[src/rtl/ctrl_escritura_br_pkg.sv]
// pkg_br: shared constants, requester encoding, writeback request type and
// small helpers for the register-bank write controller.
//   NREG : implemented registers (addresses 0..NREG-1)
//   AW   : register address width
//   DW   : data width
package pkg_br;

  localparam int NREG = 16;
  localparam int AW   = 5;
  localparam int DW   = 32;
  localparam int IW   = $clog2(NREG);

  // Requester index; also the encoding of the round-robin pointer.
  typedef enum logic {
    REQ_ALU = 1'b0,
    REQ_MEM = 1'b1
  } req_idx_e;

  typedef struct packed {
    logic          valid;
    logic [AW-1:0] addr;
    logic [DW-1:0] data;
  } wb_req_t;

  function automatic logic en_rango(input logic [AW-1:0] a);
    return (a < AW'(NREG));
  endfunction

  // Busy lookup that treats out-of-range addresses as "not busy".
  function automatic logic bit_busy(input logic [NREG-1:0] busy, input logic [AW-1:0] a);
    logic r;
    if (en_rango(a)) r = busy[a[IW-1:0]];
    else             r = 1'b0;
    return r;
  endfunction

  function automatic logic [AW-1:0] popcount(input logic [NREG-1:0] v);
    logic [AW-1:0] c;
    c = {AW{1'b0}};
    for (int i = 0; i < NREG; i++) c = c + {{(AW-1){1'b0}}, v[i]};
    return c;
  endfunction

endpackage

[src/rtl/ctrl_escritura_br_if.sv]
// ctrl_escritura_br_if: bundle of the reservation, hazard-check, writeback
// and register-bank write signals around the write controller.
//   master : pipeline/bank side (drives requests, observes ready/we/flags)
//   slave  : the controller
interface ctrl_escritura_br_if;
  import pkg_br::*;

  logic          res_valid;
  logic [AW-1:0] res_addr;
  logic          res_ready;
  logic [AW-1:0] chk_a1;
  logic [AW-1:0] chk_a2;
  logic          stall;
  logic          alu_valid;
  logic [AW-1:0] alu_addr;
  logic [DW-1:0] alu_data;
  logic          alu_ready;
  logic          mem_valid;
  logic [AW-1:0] mem_addr;
  logic [DW-1:0] mem_data;
  logic          mem_ready;
  logic          we;
  logic [AW-1:0] wa;
  logic [DW-1:0] dw;
  logic [AW-1:0] pend_cnt;
  logic          err_rango;
  logic          err_noreserva;

  modport master (
    output res_valid, res_addr, chk_a1, chk_a2,
    output alu_valid, alu_addr, alu_data, mem_valid, mem_addr, mem_data,
    input  res_ready, stall, alu_ready, mem_ready,
    input  we, wa, dw, pend_cnt, err_rango, err_noreserva
  );

  modport slave (
    input  res_valid, res_addr, chk_a1, chk_a2,
    input  alu_valid, alu_addr, alu_data, mem_valid, mem_addr, mem_data,
    output res_ready, stall, alu_ready, mem_ready,
    output we, wa, dw, pend_cnt, err_rango, err_noreserva
  );

endinterface

[src/rtl/ctrl_escritura_br_arb_rr2.sv]
// arb_rr2: two-way round-robin arbiter with combinational grant.
//   clk, rst : clock, async active-high reset (pointer -> ALU)
//   i_req    : {mem, alu} requests
//   o_gnt    : {mem, alu} one-hot grant (or zero)
module arb_rr2 import pkg_br::*; (
  input  logic       clk,
  input  logic       rst,
  input  logic [1:0] i_req,
  output logic [1:0] o_gnt
);

  req_idx_e r_ptr;

  // Grant: a lone requester wins; on contention the pointer decides.
  always_comb begin
    o_gnt = 2'b00;
    case (i_req)
      2'b01:   o_gnt = 2'b01;
      2'b10:   o_gnt = 2'b10;
      2'b11:   o_gnt = (r_ptr == REQ_ALU) ? 2'b01 : 2'b10;
      default: o_gnt = 2'b00;
    endcase
  end

  // Pointer: after any grant, favour the requester that was not served.
  always_ff @(posedge clk or posedge rst) begin
    if (rst)           r_ptr <= REQ_ALU;
    else if (o_gnt[0]) r_ptr <= REQ_MEM;
    else if (o_gnt[1]) r_ptr <= REQ_ALU;
    else               r_ptr <= r_ptr;
  end

endmodule

[src/rtl/ctrl_escritura_br.sv]
// ctrl_escritura_br: write-port controller and pending-write scoreboard for
// the 16x32 register bank.
//   clk, rst : clock, async active-high reset
//   bus      : reservation (res_*), hazard check (chk_a*, stall), ALU/MEM
//              writeback handshakes, registered bank write (we/wa/dw),
//              pend_cnt and sticky error flags.
module ctrl_escritura_br import pkg_br::*; (
  input logic               clk,
  input logic               rst,
  ctrl_escritura_br_if.slave bus
);

  logic [NREG-1:0] r_busy;
  logic            r_we;
  logic [AW-1:0]   r_wa;
  logic [DW-1:0]   r_dw;
  logic [AW-1:0]   r_pend_cnt;
  logic            r_err_rango;
  logic            r_err_noreserva;

  wb_req_t         w_alu;
  wb_req_t         w_mem;
  wb_req_t         w_sel;
  logic [1:0]      w_gnt;
  logic            w_res_ok;
  logic            w_sel_busy;
  logic [NREG-1:0] w_busy_nxt;

  assign w_alu = '{valid: bus.alu_valid, addr: bus.alu_addr, data: bus.alu_data};
  assign w_mem = '{valid: bus.mem_valid, addr: bus.mem_addr, data: bus.mem_data};

  arb_rr2 u_arb (
    .clk   (clk),
    .rst   (rst),
    .i_req ({w_mem.valid, w_alu.valid}),
    .o_gnt (w_gnt)
  );

  // Granted request, reservation acceptance and next busy vector.
  always_comb begin
    w_sel = '0;
    if (w_gnt[0])      w_sel = w_alu;
    else if (w_gnt[1]) w_sel = w_mem;
    else               w_sel = '0;
    w_sel_busy = bit_busy(r_busy, w_sel.addr);
    // Out-of-range reservations are accepted so the error gets flagged.
    w_res_ok = bus.res_valid & (~en_rango(bus.res_addr) | ~bit_busy(r_busy, bus.res_addr));
    w_busy_nxt = r_busy;
    // Clear before set: a same-address reservation is refused anyway
    // (busy was 1), and an unreserved write must not undo a new reservation.
    if (w_sel.valid && en_rango(w_sel.addr)) w_busy_nxt[w_sel.addr[IW-1:0]] = 1'b0;
    else                                     w_busy_nxt = w_busy_nxt;
    if (w_res_ok && en_rango(bus.res_addr))  w_busy_nxt[bus.res_addr[IW-1:0]] = 1'b1;
    else                                     w_busy_nxt = w_busy_nxt;
  end

  // Scoreboard state and its popcount, updated together.
  always_ff @(posedge clk or posedge rst) begin
    if (rst) begin
      r_busy     <= {NREG{1'b0}};
      r_pend_cnt <= {AW{1'b0}};
    end else begin
      r_busy     <= w_busy_nxt;
      r_pend_cnt <= popcount(w_busy_nxt);
    end
  end

  // Bank write port: only a write to a reserved register raises we.
  always_ff @(posedge clk or posedge rst) begin
    if (rst) begin
      r_we <= 1'b0;
      r_wa <= {AW{1'b0}};
      r_dw <= {DW{1'b0}};
    end else if (w_sel.valid) begin
      r_we <= w_sel_busy;
      r_wa <= w_sel.addr;
      r_dw <= w_sel.data;
    end else begin
      r_we <= 1'b0;
    end
  end

  // Sticky error flags, cleared only by reset.
  always_ff @(posedge clk or posedge rst) begin
    if (rst) begin
      r_err_rango     <= 1'b0;
      r_err_noreserva <= 1'b0;
    end else begin
      if ((w_sel.valid && !en_rango(w_sel.addr)) || (w_res_ok && !en_rango(bus.res_addr)))
        r_err_rango <= 1'b1;
      else
        r_err_rango <= r_err_rango;
      if (w_sel.valid && en_rango(w_sel.addr) && !w_sel_busy)
        r_err_noreserva <= 1'b1;
      else
        r_err_noreserva <= r_err_noreserva;
    end
  end

  assign bus.res_ready     = w_res_ok;
  assign bus.stall         = bit_busy(r_busy, bus.chk_a1) | bit_busy(r_busy, bus.chk_a2);
  assign bus.alu_ready     = w_gnt[0];
  assign bus.mem_ready     = w_gnt[1];
  assign bus.we            = r_we;
  assign bus.wa            = r_wa;
  assign bus.dw            = r_dw;
  assign bus.pend_cnt      = r_pend_cnt;
  assign bus.err_rango     = r_err_rango;
  assign bus.err_noreserva = r_err_noreserva;

endmodule
[src/flat_wrapper.sv]
// flat-port wrapper written by rule: the top's interface ports become plain ports
module ctrl_escritura_br_flat import pkg_br::*;
  (clk, rst, bus_res_valid, bus_res_addr, bus_chk_a1, bus_chk_a2, bus_alu_valid, bus_alu_addr, bus_alu_data, bus_mem_valid, bus_mem_addr, bus_mem_data, bus_res_ready, bus_stall, bus_alu_ready, bus_mem_ready, bus_we, bus_wa, bus_dw, bus_pend_cnt, bus_err_rango, bus_err_noreserva);
  ctrl_escritura_br_if bus_i ();
  input logic clk;
  input logic rst;
  input wire logic [$bits(bus_i.res_valid)-1:0] bus_res_valid;
  input wire logic [$bits(bus_i.res_addr)-1:0] bus_res_addr;
  input wire logic [$bits(bus_i.chk_a1)-1:0] bus_chk_a1;
  input wire logic [$bits(bus_i.chk_a2)-1:0] bus_chk_a2;
  input wire logic [$bits(bus_i.alu_valid)-1:0] bus_alu_valid;
  input wire logic [$bits(bus_i.alu_addr)-1:0] bus_alu_addr;
  input wire logic [$bits(bus_i.alu_data)-1:0] bus_alu_data;
  input wire logic [$bits(bus_i.mem_valid)-1:0] bus_mem_valid;
  input wire logic [$bits(bus_i.mem_addr)-1:0] bus_mem_addr;
  input wire logic [$bits(bus_i.mem_data)-1:0] bus_mem_data;
  output wire logic [$bits(bus_i.res_ready)-1:0] bus_res_ready;
  output wire logic [$bits(bus_i.stall)-1:0] bus_stall;
  output wire logic [$bits(bus_i.alu_ready)-1:0] bus_alu_ready;
  output wire logic [$bits(bus_i.mem_ready)-1:0] bus_mem_ready;
  output wire logic [$bits(bus_i.we)-1:0] bus_we;
  output wire logic [$bits(bus_i.wa)-1:0] bus_wa;
  output wire logic [$bits(bus_i.dw)-1:0] bus_dw;
  output wire logic [$bits(bus_i.pend_cnt)-1:0] bus_pend_cnt;
  output wire logic [$bits(bus_i.err_rango)-1:0] bus_err_rango;
  output wire logic [$bits(bus_i.err_noreserva)-1:0] bus_err_noreserva;
  assign bus_i.res_valid = bus_res_valid;
  assign bus_i.res_addr = bus_res_addr;
  assign bus_i.chk_a1 = bus_chk_a1;
  assign bus_i.chk_a2 = bus_chk_a2;
  assign bus_i.alu_valid = bus_alu_valid;
  assign bus_i.alu_addr = bus_alu_addr;
  assign bus_i.alu_data = bus_alu_data;
  assign bus_i.mem_valid = bus_mem_valid;
  assign bus_i.mem_addr = bus_mem_addr;
  assign bus_i.mem_data = bus_mem_data;
  assign bus_res_ready = bus_i.res_ready;
  assign bus_stall = bus_i.stall;
  assign bus_alu_ready = bus_i.alu_ready;
  assign bus_mem_ready = bus_i.mem_ready;
  assign bus_we = bus_i.we;
  assign bus_wa = bus_i.wa;
  assign bus_dw = bus_i.dw;
  assign bus_pend_cnt = bus_i.pend_cnt;
  assign bus_err_rango = bus_i.err_rango;
  assign bus_err_noreserva = bus_i.err_noreserva;
  ctrl_escritura_br u_core (.clk(clk), .rst(rst), .bus(bus_i));
endmodule
[config.mk]
export PLATFORM = sky130hd
export DESIGN_NAME = ctrl_escritura_br_flat
export DESIGN_NICKNAME = d
export VERILOG_FILES = /design/src/rtl/ctrl_escritura_br_pkg.sv /design/src/rtl/ctrl_escritura_br_if.sv /design/src/rtl/ctrl_escritura_br_arb_rr2.sv /design/src/rtl/ctrl_escritura_br.sv /design/src/flat_wrapper.sv
export SDC_FILE = /design/constraint.sdc
export NUM_CORES = 1
export LEC_CHECK = 0
export CAP_MARGIN = 10
export CELL_PAD_IN_SITES_DETAIL_PLACEMENT = 0
export CELL_PAD_IN_SITES_GLOBAL_PLACEMENT = 2
export CORE_ASPECT_RATIO = 0.75
export CORE_MARGIN = 1.5
export CORE_UTILIZATION = 26
export CTS_CLUSTER_DIAMETER = 200
export DETAILED_ROUTE_END_ITERATION = 8
export PLACE_DENSITY_LB_ADDON = 0.1
export SLEW_MARGIN = 5
export SYNTH_ARGS = -nofsm -noshare
export SYNTH_HDL_FRONTEND = slang
export SYNTH_SLANG_ARGS = --single-unit
[constraint.sdc]
create_clock -name clk -period 6.77 [get_ports clk]
set_input_delay 0.677 -clock clk [delete_from_list [all_inputs] [get_ports clk]]
set_output_delay 0.677 -clock clk [all_outputs]
set_load 0.02 [all_outputs]
Word level (Yosys, flattened, before mapping)
Cells that the tools add are included.
{"block": "word_totals", "elab_cells": 81, "mem_count": 0, "in_bits": 94, "regBits": 62, "out_inout_bits": 49, "latchBits": 0, "rom_bits": 0, "ramBits": 0}
{"block": "classes", "multipliers": 0, "n_div": 0, "mux": 25, "n_eq_ne": 3, "add_sub_neg": 15, "n_reduce_logical": 12, "shift": 0, "bitwise": 8, "magnitude_cmp": 10}
{"operator": "38-bit 2-to-1 mux", "n": 2}
{"operator": "5-bit by 1-bit adder with 5-bit output", "n": 14}
{"operator": "16-bit 2-to-1 mux", "n": 2}
{"operator": "4-bit by 5-bit < comparator with 1-bit output, second input constant", "n": 4}
{"operator": "5-bit < comparator, second input constant", "n": 4}
{"operator": "16-bit AND", "n": 1}
{"operator": "1-bit binary-select mux with 4-bit select", "n": 4}
{"operator": "16-bit NOT", "n": 1}
{"operator": "16-bit OR", "n": 1}
{"operator": "1-bit 2-to-1 mux", "n": 13}
{"operator": "1-bit demux with 4-bit select", "n": 2}
{"operator": "4-bit by 1-bit greater-or-equal comparator with 1-bit output, second input constant", "n": 2}
{"operator": "1-bit logical AND", "n": 7}
{"operator": "2-bit case mux with 3 select lines", "n": 1}
{"operator": "2-bit equality test, second input constant", "n": 2}
{"operator": "1-bit logical NOT", "n": 3}
{"operator": "1-bit by 1-bit adder with 2-bit output", "n": 1}
{"operator": "2-bit by 1-bit equality test with 1-bit output, second input constant", "n": 1}
{"operator": "2-bit 2-to-1 mux", "n": 1}
{"operator": "1-bit NOT", "n": 2}
{"operator": "1-bit OR", "n": 2}
{"operator": "2-bit nonzero test", "n": 1}
{"operator": "1-bit AND", "n": 1}
{"operator": "1-bit logical OR", "n": 1}

Logic depth before layout (Yosys ltp)
{"block": "depth", "word_depth": 28, "depth_mapped": 19, "depth_no_buf": 17}

Modules after synthesis
Synthesis repeated with hierarchy kept, for this count alone.
{"block": "unflattened", "cells_unflattened": 395, "area_unflattened_um2": 3941.3}
{"module": "ctrl_escritura_br", "area_per_inst_um2": 3883.7, "n_inst": 1, "cells_each": 388, "seq_area_each_um2": 1526.5}
{"module": "arb_rr2", "area_per_inst_um2": 57.6, "n_inst": 1, "cells_each": 7, "seq_area_each_um2": 25.0}

Least setup slack after synthesis
Ideal clock, no wire load.
{"block": "synth_timing", "kind": "input to register", "start": "input bus_res_addr[0]", "end": "register u_core.r_pend_cnt[1], in the netlist u_core.bus.pend_cnt[1]", "required_ns": 6.706, "path_stages": 15, "arrival_time_ns": 5.508, "setup_slack_ns": 1.198, "setup_ns": 0.064, "cell_sequence": "clkbuf_1 mux4_2 or4b_1 o21ai_0 ha_1 fa_1 fa_1 inv_1 fa_1 inv_1 fa_1 fa_1 inv_1 fa_1 inv_1"}
{"block": "synth_between", "elab_chain_cells": 23, "elab_cells_between_ends": 31}
{"item": "from (decl)", "line_no": "flat_wrapper.sv:8", "rtl": "input wire logic [$bits(bus_i.res_addr)-1:0] bus_res_addr;"}
{"item": "1-bit binary-select mux with 4-bit select", "line_no": "ctrl_escritura_br_pkg.sv:32", "rtl": "if (en_rango(a)) r = busy[a[IW-1:0]];"}
{"item": "1-bit 2-to-1 mux (not written as such)", "line_no": "ctrl_escritura_br_pkg.sv:32"}
{"item": "1-bit 2-to-1 mux", "line_no": "ctrl_escritura_br_pkg.sv:32"}
{"item": "1-bit NOT", "line_no": "ctrl_escritura_br.sv:47", "rtl": "w_res_ok = bus.res_valid & (~en_rango(bus.res_addr) | ~bit_busy(r_busy, bus.res_addr));"}
{"item": "1-bit OR", "line_no": "ctrl_escritura_br.sv:47"}
{"item": "1-bit AND", "line_no": "ctrl_escritura_br.sv:47"}
{"item": "1-bit logical AND", "line_no": "ctrl_escritura_br.sv:53", "rtl": "if (w_res_ok && en_rango(bus.res_addr)) w_busy_nxt[bus.res_addr[IW-1:0]] = 1'b1;"}
{"item": "16-bit 2-to-1 mux (*)", "line_no": "ctrl_escritura_br.sv:53"}
{"item": "via u_core.w_busy_nxt[0]", "line_no": "ctrl_escritura_br.sv:27", "rtl": "logic [NREG-1:0] w_busy_nxt;"}
{"item": "1-bit by 1-bit adder with 2-bit output (*)", "line_no": "ctrl_escritura_br_pkg.sv:40", "rtl": "for (int i = 0; i < NREG; i++) c = c + {{(AW-1){1'b0}}, v[i]};"}
{"item": "5-bit by 1-bit adder with 5-bit output (*) (14 in series)", "line_no": "ctrl_escritura_br_pkg.sv:40"}
{"item": "to (signal assigned)", "line_no": "ctrl_escritura_br.sv:61", "rtl": "r_pend_cnt <= {AW{1'b0}};"}
{"item": "to (signal assigned)", "line_no": "ctrl_escritura_br.sv:64", "rtl": "r_pend_cnt <= popcount(w_busy_nxt);"}
{"item": "to (decl)", "line_no": "ctrl_escritura_br.sv:17", "rtl": "logic [AW-1:0] r_pend_cnt;"}
The timed path passes the listed nets; every way through them passes the cells marked *. The select of a mux whose other input is x is not followed.
A chain may end at the register's enable or synchronous reset.

Final worst setup path
Ends and elaborated chain as after synthesis.

==> results.txt <==
----------------------------------------------------
[Route]
  Number of routed nets with antenna violations ... 0
  Met3 wirelength from detailed routing ... 842 um
  Highest Signal Layer ... met4
  Metal-1 WL ... 4890 um
  Vias per cell ... 4.69
  Via count ... 3047
  Residual DRC count ... 0
  Detailed-route wire length per cell ... 16.5 um
  First drt pass iteration count ... 5
  Final wirelength ... 10700 um
  Met2 WL post-DR ... 4850 um
  First-iteration detailed-routing DRC count ... 177

[Place]
  Placement-stage cell area ... 5210 um2
  Port Buffer Count ... 142
  Placer congestion estimate ... 0.882
  Detailed-placement wirelength estimate ... 8200 um

[Floorplanning]
  Die ar. ... 14600 um2
  Width of the chip ... 139 um
  Io pins ... 143
  Number of standard-cell rows in the floorplan ... 37
  Die Ht ... 105 um
  Placeable core region ... 13600 um2
  Initial Utilization ... 26.5%

[Critical path]
  Category of cells accounting for the largest share of critical-path delay ... adder cells
  Arr. time, crit path ... 6.13 ns
  Cell-by-cell listing of the critical path ... clkdlybuf4s50_1 -> mux4_2 -> or4b_1 -> o21ai_0 -> ha_1 -> fa_1 -> fa_1 -> inv_1 -> fa_1 -> inv_1 -> fa_1 -> fa_1 -> inv_1 -> fa_1 -> inv_1
  Startpoint kind of the worst setup timing path ... input port
  Critical path required time ... 7.04 ns
  Cell with the most instances on the worst path ... fa_1
  Highest fanout seen on the critical path ... 8
  Start-to-end type of the worst setup path ... in2reg
  Cell with the largest stage delay on the worst path ... clkdlybuf4s50_1
  Worst Setup End Kind ... flop
  Count of buffer and inverter cells on the critical path ... 5
  Slowest stage delay, CP ... 0.63 ns

[Logic synthesis]
  Average instance area after synthesis ... 11.0 um2
  Area of the mapped netlist ... 3610 um2
  Net Count, Synth ... 436
  Sequential element share of the synthesized area ... 43.0%
  Register bit total from synthesis ... 62
  Count of different cell masters after synthesis ... 37
  Number of warnings printed during yosys synthesis ... 0
  Cell count after synthesis ... 327

[Power]
  Power Dens Cells ... 345 nW/um2
  Relative contribution of the clock network to total power ... 25.9%
  Part of the power in registers ... 27.6%
  Power spent charging and discharging nets ... 687 uW
  Internal power summed over all cells ... 1.23 mW
  Fraction of power spent switching nets ... 35.9%
  Combinational power share ... 46.5%
  Peak supply drop ... 333 uV
  Static leakage ... 2.33 nW

[Timing]
  Measured slew at the worst slew-check pin ... 0.810 ns
  Worst max-slew margin expressed relative to the limit ... 46.0%
  Max-slew violations ... 0
  Share of the clock period used by the worst path after layout ... 86.6%
  Post-Route Skew ... 0.00655 ns
  Final setup violation count ... 0
  Final hold violation count ... 0
  Final critical-path required period ... 5.86 ns
  Sum Neg Setup Slack ... 0 ns
  Max frequency ... 171 MHz
  Setup repair after global routing missed its margin ... no

[Clocking]
  Num CTS Buffers ... 9
  TritonCTS sink count ... 62
  Clock Latency Late Sink ... 0.33 ns
  H-tree Lvls ... 3
  TritonCTS clock tree ... done
  Worst-case clock buffer depth ... 2
  Post-CTS setup-driven buffer insertion count ... 0
  Clock input transition at the sequential cells of the worst setup and hold paths ... 0.05 ns
  Root buffer selected by CTS ... clkbuf_16
  Number of buffers inserted for hold repair after clock tree synthesis ... 0
  Number of cells upsized or downsized after cts ... 0

[Cells and area]
  Fraction of layout cells with a size suffix above 1 ... 10.3%
  Area growth from synthesis to layout ... 53.5%
  Core Util, Final ... 40.7%
  Final antenna diode count ... 0
  Post-route cell area ... 5540 um2
  NumNets Final ... 579

[Job]
  Number of maximum-capacitance constraint violations ... 0

[GRT]
  Maximum number of pins on one net before global-route repair ... 69
  GRT overflow ... 0
  Total global-route track usage ... 15.6%
  Global-route wire length before repair ... 17400 um
  Via count of the first global-routing pass ... 3060
  Antenna violations before repair ... 0

[Outcome]
  Status ... finished, final reports clean

[Hold path]
  Worst min path class ... reg2reg

----------------------------------------------------
cell usage in the layout, fill, tap and decap left out, drive strengths merged, types with 5 or more instances in the layout:
master and count:
clkdlybuf4s50 142, o21ai 65, dfrtp 62, nand2 47, mux2i 36, inv 20, mux4 17, fa 10
clkbuf 10, nand3 8, buf 6, ha 5, nor2 5, nand2b 5
layout make-up:
cell class / count / area (um2)
fillers: 1338 / 8070
multi-input cells: 230 / 1900
flip-flops and latches: 62 / 1550
repair buffers: 148 / 1470
clock buffers: 10 / 229
well taps: 175 / 219
clock inverters: 6 / 95.1
inverters: 19 / 71.3
tightest hold or removal path, cell delays in order, from the launching register on:
cell	delay, ns
dfrtp_1	0.34
nand2_1	0.05
nand2_1	0.05
logic make-up after synthesis:
family                   Yosys count  synth area share, %
AO/OA/AOI/OAI                     87                 15.0
XOR/XNOR                           2                0.486
adder cells (fa/ha/maj)           15                 7.28
buffers and inverters             35                 4.47
flip-flops                        62                 43.0
multiplexers                      53                 20.6
AND/OR/NAND/NOR                   73                 9.16
final timing paths:
kind	to	depth (start not counted)	startpoint	slack, ns
worst max-delay path	u_core.bus.pend_cnt[1]	15	bus_res_addr[0]	0.91
worst min-delay path	u_core.bus.wa[1]	2	u_core.bus.wa[1]	0.48
worst max register to register	u_core.bus.pend_cnt[1]	14	u_core.r_busy[2]	1.50
worst min register to register	u_core.bus.wa[1]	2	u_core.bus.wa[1]	0.48
max in group asynchronous	u_core.bus.dw[7]	3	rst	5.34
min in group asynchronous	u_core.bus.dw[0]	3	rst	0.89
cells in the mapped netlist (all sizes together):
cell type,n,area (um2)
a21boi,2,26.3
a21o,1,7.51
a21oi,2,10.0
a22oi,1,12.5
a31oi,1,6.26
a32o,4,42.5
a32oi,4,53.8
a41o,1,10.0
buf,7,56.3
clkbuf,9,33.8
dfrtp,62,1550
fa,10,200
ha,5,62.6
inv,19,71.3
mux2i,36,360
mux4,17,383
nand2,47,176
nand2b,5,38.8
nand3,8,40.0
nand4b,1,8.76
nor2,5,18.8
nor2b,2,12.5
o211ai,1,7.51
o21a,2,15.0
o21ai,65,325
o22a,2,17.5
o22ai,1,6.26
or2,2,12.5
or3,2,12.5
or4b,1,10.0
xnor2,2,17.5
per-stage QoR:
step                instances  power (mW)  setup WS, ns  hold WS [ns]
global placement          634        1.44         0.640         0.461
global route              650        2.10         0.660         0.508
floorplan                 327        1.13          1.20         0.556
detailed placement        634        1.43         0.570         0.468
finish                    650        1.91         0.906         0.476
CTS                       650        1.95         0.913         0.481
sequential cells by signal (all words and copies together) (netlist names):
signal	count
u_core.bus.we	1
u_core.u_arb.r_ptr	1
u_core.bus.err_noreserva	1
u_core.r_busy	16
u_core.bus.err_rango	1
u_core.bus.pend_cnt	5
u_core.bus.dw	32
u_core.bus.wa	5
routing by layer:
layer | global-route usage (%) | vias to the layer above
met5 | 0 | -
met4 | 4.76 | 0
met3 | 4.54 | 15
met2 | 23.6 | 148
met1 | 21.5 | 1418
li1 | - | 1466
power groups by stage:
stage,clock (mW),sequential [mW],combinational (mW)
2_1_floorplan,0,0.548,0.578
6_report,0.496,0.527,0.889
5_1_grt,0.533,0.538,1.03
3_5_place_dp,0,0.531,0.900
4_1_cts,0.516,0.526,0.908
3_3_place_gp,0,0.533,0.911
No activity file was read; power rests on OpenSTA's default activity.
